<file path="src/rtl/decode_control_unit_pkg.sv">
// Shared decode definitions: opcode constants, control FSM state encoding, NOP word.
// Latency: n/a (constants and types only).
// Backpressure: n/a.
package decode_pkg;

  localparam logic [3:0] OP_NOP  = 4'h0;
  localparam logic [3:0] OP_SETB = 4'h1;
  localparam logic [3:0] OP_BZ   = 4'h2;
  localparam logic [3:0] OP_BNZ  = 4'h3;
  localparam logic [3:0] OP_JMP  = 4'h4;
  localparam logic [3:0] OP_HALT = 4'hF;

  localparam logic [8:0] NOP_WORD = {OP_NOP, 5'h00};

  typedef enum logic [1:0] {
    INIT   = 2'd0,
    RUN    = 2'd1,
    SQUASH = 2'd2,
    DONE   = 2'd3
  } state_e;

endpackage

</file>
<file path="src/rtl/decode_control_unit_opcode_decoder.sv">
// Opcode classifier: turns the registered opcode plus the ALU zero flag into decode strobes.
// Latency: purely combinational, zero cycles.
// Backpressure: none; strobes are qualified by the control FSM in the parent.
// Ports: op_i (opcode field of ir), zero_flag_i -> is_setb_o, take_branch_o,
//        is_jump_o, is_halt_o, is_alu_o.
module opcode_decoder
  import decode_pkg::*;
(
  input  logic [3:0] op_i,
  input  logic       zero_flag_i,
  output logic       is_setb_o,
  output logic       take_branch_o,
  output logic       is_jump_o,
  output logic       is_halt_o,
  output logic       is_alu_o
);

  always_comb begin
    is_setb_o     = 1'b0;
    take_branch_o = 1'b0;
    is_jump_o     = 1'b0;
    is_halt_o     = 1'b0;
    is_alu_o      = 1'b0;
    case (op_i)
      OP_NOP:  ;
      OP_SETB: is_setb_o     = 1'b1;
      OP_BZ:   take_branch_o = zero_flag_i;
      OP_BNZ:  take_branch_o = ~zero_flag_i;
      OP_JMP:  is_jump_o     = 1'b1;
      OP_HALT: is_halt_o     = 1'b1;
      default: is_alu_o      = 1'b1;  // 0x5..0xE
    endcase
  end

endmodule

</file>
<file path="src/rtl/decode_control_unit.sv">
// Decode/control stage: registers the fetched instruction, owns $branch, resolves branch/jump/halt.
// Latency: 1 cycle from instr_in to control outputs (ir register); taken branch/jump adds 1 squash cycle.
// Backpressure: none; a taken branch/jump discards one wrong-path slot, HALT freezes until reset.
// Ports: clock, reset_n (sync, active-low), instr_in, zero_flag ->
//        init_ctrl, branch_ctrl, jump_ctrl, done_ctrl, jump_val, branch_val,
//        alu_op, alu_imm, alu_valid, branch_count (only with DECODE_BRANCH_STATS_EN).
// Optional feature macro: DECODE_BRANCH_STATS_EN adds a saturating taken-branch/jump counter.
module decode_control_unit
  import decode_pkg::*;
#(
  parameter int INSTR_W = 9,
  parameter int PC_W    = 8
) (
  input  logic               clock,
  input  logic               reset_n,
  input  logic [INSTR_W-1:0] instr_in,
  input  logic               zero_flag,
  output logic               init_ctrl,
  output logic               branch_ctrl,
  output logic               jump_ctrl,
  output logic               done_ctrl,
  output logic [PC_W-1:0]    jump_val,
  output logic [PC_W-1:0]    branch_val,
  output logic [3:0]         alu_op,
  output logic [4:0]         alu_imm,
  output logic               alu_valid
`ifdef DECODE_BRANCH_STATS_EN
  ,
  output logic [15:0]        branch_count
`endif
);

  localparam logic [INSTR_W-1:0] NOP_IR = INSTR_W'(NOP_WORD);

  state_e             state_q, state_d;
  logic [INSTR_W-1:0] ir_q, ir_d;
  logic [PC_W-1:0]    branch_q, branch_d;

  logic [3:0] ir_op;
  logic [4:0] ir_imm;
  assign ir_op  = ir_q[INSTR_W-1 -: 4];
  assign ir_imm = ir_q[4:0];

  logic is_setb, take_branch, is_jump, is_halt, is_alu;

  opcode_decoder u_dec (
    .op_i          (ir_op),
    .zero_flag_i   (zero_flag),
    .is_setb_o     (is_setb),
    .take_branch_o (take_branch),
    .is_jump_o     (is_jump),
    .is_halt_o     (is_halt),
    .is_alu_o      (is_alu)
  );

  // Unqualified (pre-reset-gating) output values from the FSM.
  logic            init_c, branch_c, jump_c, done_c, alu_valid_c;
  logic [PC_W-1:0] jump_val_c;
  logic [3:0]      alu_op_c;
  logic [4:0]      alu_imm_c;

  always_comb begin
    state_d     = state_q;
    ir_d        = ir_q;
    branch_d    = branch_q;
    init_c      = 1'b0;
    branch_c    = 1'b0;
    jump_c      = 1'b0;
    done_c      = 1'b0;
    alu_valid_c = 1'b0;
    jump_val_c  = '0;
    alu_op_c    = '0;
    alu_imm_c   = '0;
    case (state_q)
      INIT: begin
        init_c  = 1'b1;
        ir_d    = NOP_IR;
        state_d = RUN;
      end
      RUN: begin
        ir_d = instr_in;
        // SETB lands at this edge, so a branch entering ir next cycle already sees it.
        if (is_setb) branch_d = {{(PC_W-5){ir_imm[4]}}, ir_imm};
        if (take_branch) begin
          branch_c = 1'b1;
          state_d  = SQUASH;
        end else if (is_jump) begin
          jump_c     = 1'b1;
          jump_val_c = PC_W'({ir_imm, 3'b000});
          state_d    = SQUASH;
        end else if (is_halt) begin
          done_c  = 1'b1;
          ir_d    = ir_q;  // keep HALT in ir; DONE freezes it there
          state_d = DONE;
        end else if (is_alu) begin
          alu_valid_c = 1'b1;
          alu_op_c    = ir_op;
          alu_imm_c   = ir_imm;
        end
      end
      SQUASH: begin
        // The word in ir is the wrong-path slot: every strobe stays low, nothing executes.
        ir_d    = NOP_IR;
        state_d = RUN;
      end
      DONE: begin
        done_c = 1'b1;
      end
      default: state_d = INIT;
    endcase
  end

  always_ff @(posedge clock) begin
    if (!reset_n) begin
      state_q  <= INIT;
      ir_q     <= NOP_IR;
      branch_q <= '0;
    end else begin
      state_q  <= state_d;
      ir_q     <= ir_d;
      branch_q <= branch_d;
    end
  end

  // While reset_n is low the fetch unit must see a PC-to-zero request immediately,
  // even before the reset edge has moved the FSM back to INIT.
  assign init_ctrl   = ~reset_n | init_c;
  assign branch_ctrl = reset_n & branch_c;
  assign jump_ctrl   = reset_n & jump_c;
  assign done_ctrl   = reset_n & done_c;
  assign alu_valid   = reset_n & alu_valid_c;
  assign jump_val    = reset_n ? jump_val_c : '0;
  assign alu_op      = reset_n ? alu_op_c   : '0;
  assign alu_imm     = reset_n ? alu_imm_c  : '0;
  assign branch_val  = branch_q;

`ifdef DECODE_BRANCH_STATS_EN
  logic [15:0] branch_count_q, branch_count_d;

  always_comb begin
    branch_count_d = branch_count_q;
    if ((branch_c || jump_c) && (branch_count_q != 16'hFFFF))
      branch_count_d = branch_count_q + 16'd1;
  end

  always_ff @(posedge clock) begin
    if (!reset_n) branch_count_q <= '0;
    else          branch_count_q <= branch_count_d;
  end

  assign branch_count = branch_count_q;
`endif

endmodule

</file>
<file path="config.mk">
export PLATFORM = sky130hd
export DESIGN_NAME = decode_control_unit
export DESIGN_NICKNAME = d
export VERILOG_FILES = /design/src/rtl/decode_control_unit_pkg.sv /design/src/rtl/decode_control_unit_opcode_decoder.sv /design/src/rtl/decode_control_unit.sv
export SDC_FILE = /design/constraint.sdc
export NUM_CORES = 1
export LEC_CHECK = 0
export BUFFER_PORTS_ARGS = -buffer_cell sky130_fd_sc_hd__buf_2
export CORE_MARGIN = 2
export CORE_UTILIZATION = 48
export CTS_CLUSTER_DIAMETER = 50
export DETAILED_ROUTE_END_ITERATION = 10
export PLACE_DENSITY = 0.85
export SYNTH_ARGS = -nofsm -noshare
export SYNTH_HDL_FRONTEND = slang
export SYNTH_SLANG_ARGS = --single-unit
export TNS_END_PERCENT = 30
</file>
<file path="constraint.sdc">
create_clock -name clock -period 2.32 [get_ports clock]
set_clock_uncertainty 0.1 [all_clocks]
set_input_delay 0.232 -clock clock [delete_from_list [all_inputs] [get_ports clock]]
set_output_delay 0.232 -clock clock [all_outputs]
set_load 0.01 [all_outputs]
</file>
==> impl_results.md <==
* CTS tree: done
* CTS clk-pin slew, worst paths at 0.09 ns
* Die ar. at between 2000 and 2500 µm²
* First-pass GRT wire length at 3350 µm
* Post-CTS Setup Bufs at 0
* Post-Synthesis Cells at between 100 and 150
* Root Buffer: clkbuf_4
* Hold WS at 0.0783 ns
* Avg WL per Cell at 11.3 µm
* Critical Path Source: ir_q[5]
* Slew @ Worst Pin at 0.545 ns
* Yosys Warn Count at 0
* Fmax at 0.470 GHz
* Vias/cell at 5.13
* R2r worst-path depth at 3
* R2R Setup Slk at 0.81 ns
* Placed instance count at 176
* Worst r2r src: ir_q[5]
* Post-DP HPWL at 1560 µm
* M1 GR Usage at 0.233
* Final setup TNS at 0 ns
* Area grow syn2layout at 19.2%
* ANT cells at 0
* Sequential area share after synthesis at 0.336
* Top Usage Layer GRT: met2
* Total GRT Usage at 0.175
* Vias at 924
* Min-delay src: instr_in[1]
* Synth area leader: dfxtp_1
* Post-synth cell types at 34
* Number of synthesized flops with an enable pin at 0
* Count leader, synth: nand2_1
* Skew-Pair Late Insertion Delay at 0.28 ns
* Die W at roughly 50 µm
* Post-route ant nets at 0
* Final std cells w/o fill at 180
* FP Rows at 16
* Starting Density at 0.496
* CP required at 1.99 ns
* Setup-failing EPs final at 0
* TritonCTS buffer count at 3
* HP Class: in -> reg
* Min cycle time layout at 2.13 ns
* Number of nets in the layout at 166
* Clock Sinks at 16
* Post-synth top flop: dfxtp_1
* Leakage at 0.533 nW
* Die Y at 48.6 µm
* Final period utilization at 0.918
* Cts hold-fix bufs at 0
* Clk buf depth at 2
* Worst Path Class, Setup: reg -> out
* Status: finished clean
* Worst vdd ir at 346 µV
* Routability congestion estimate at 0.837
* Drt first pass iters at 4
* Unrepaired setup endpoints after global routing: no
* Power density over the cells at 488 nW/µm²
* Initial antenna violation count at 0
* Total Wirelength at 2030 µm
* Min-Delay Path Depth at 3
* Grt total ovfl at 0
* DR iter-0 viols at 21
* Final Hold Violating Endpoints at 0
* Synth area leaders: dfxtp_1 34%, nand2_1 7.5%, a21oi_1 7.3%
* PostCTS Resize Cnt at 0
* Synth top area share at 0.336
* Synthesized cell area at 953 µm²
* Met3 Use GR at 0.0309
* Vias in the first global route at approximately 760
* Max Slew Vio Count at 0
* Crit Path Max Fanout at 16
* DRC viols at 0
* Relative slew slack at 0.636
* # IOs at between 40 and 50
* CP endpoint kind: output port
* Max-Cap Viols at 0
* Critical Path Start Type: flip-flop
* Synth Area per Inst at 7.81 µm²
* WP data arrival at between 1.5 and 2 ns
* GR Util met2 at 0.289
* Largest net degree at the start of global routing at 17
* Number of I/O port buffers at 38
* Yosys reg bits at 16
* Async S/R FF share, synth at 0
* H-tree depth at 1
* Pwr Total at ~0.00055 W
* Share of layout cells above drive strength 1 at 0.307
* Core ar. at a little under 2000 µm²
* Top cells by count, synth: 19 x nand2_1, 16 x dfxtp_1, 14 x a21oi_1
-- logic make-up after synthesis --
kind of cell / synth area share
xor gates and xnor gates: 0.00919
buffers and inverters: 0.0971
and+or+nand+nor: 0.364
DFF: 0.336
other: 0.00393
AOI/OAI and AO/OA: 0.190
-- where the power goes --
part	total, W	switching [W]	internal (W)
clock	0.000182	0.0000864	0.0000956
combinational	0.0000674	0.0000395	0.0000279
sequential	0.000305	0.0000204	0.000284
-- worst max-delay path: stages, from the launching register on --
cell	delay, ns
dfxtp_1	0.68
o21ai_1	0.20
a211oi_4	0.35
and2_1	0.16
buf_2	0.12
-- sequential cells by signal (all words and copies together) (netlist names) --
name        count
state_q         2
branch_val      5
ir_q            9
-- cell type report --
type                    count  area, µm²
clock buffers               4       36.3
flip-flops and latches     16        320
repair buffers             38        190
well taps                  27       33.8
inverters                   2       7.51
multi-input cells          93        548
fillers                   190        786
-- per-layer routing --
layer / wire length, µm / share of wire / vias up
met3: 144 / 0.071 / 3
li1: - / - / 476
met5: 0 / 0 / -
met1: 920 / 0.45 / 412
met4: 18 / 0.0089 / 0
met2: 948 / 0.47 / 33
-- metrics by stage --
step	utilization	setup slack (ns)	area [µm²]
floorplan	-	0.851	961
global placement	0.572	0.566	1100
detailed placement	0.572	0.516	1100
CTS	0.591	0.196	1140
global route	0.591	0.0531	1140
finish	0.591	0.191	1140
-- worst paths after layout --
kind | end
max | alu_imm[4]
min | ir_q[1]
max reg2reg | ir_q[4]
min reg2reg | branch_val[1]
-- placed cells by master (no fill, tap or decap), drive strengths merged --
| cell type | netlist | routed |
|---|---|---|
| nor3 | 3 | 3 |
| or3 | 1 | 1 |
| and4b | 1 | 1 |
| nand2b | 2 | 2 |
| a41o | 1 | 1 |
| nand3 | 8 | 8 |
| a2111oi | 1 | 1 |
| or2 | 1 | 1 |
| a31oi | 1 | 1 |
| nand4bb | 1 | 1 |
| and2 | 10 | 10 |
| dfxtp | 16 | 16 |
| clkbuf | 3 | 4 |
| conb | 1 | 3 |
| a211o | 1 | 1 |
| buf | 10 | 38 |
| a211oi | 1 | 1 |
| nor2 | 6 | 6 |
| o21ai | 8 | 8 |
| and4 | 1 | 1 |
| xor2 | 1 | 1 |
| and4bb | 1 | 1 |
| nand2 | 19 | 19 |
| a21oi | 14 | 14 |
| a41oi | 1 | 1 |
| and3 | 2 | 2 |
| inv | 2 | 2 |
| nand4b | 1 | 1 |
| nand3b | 3 | 3 |
| nor4 | 1 | 1 |
Note: power is estimated with default switching activity, not from simulation.
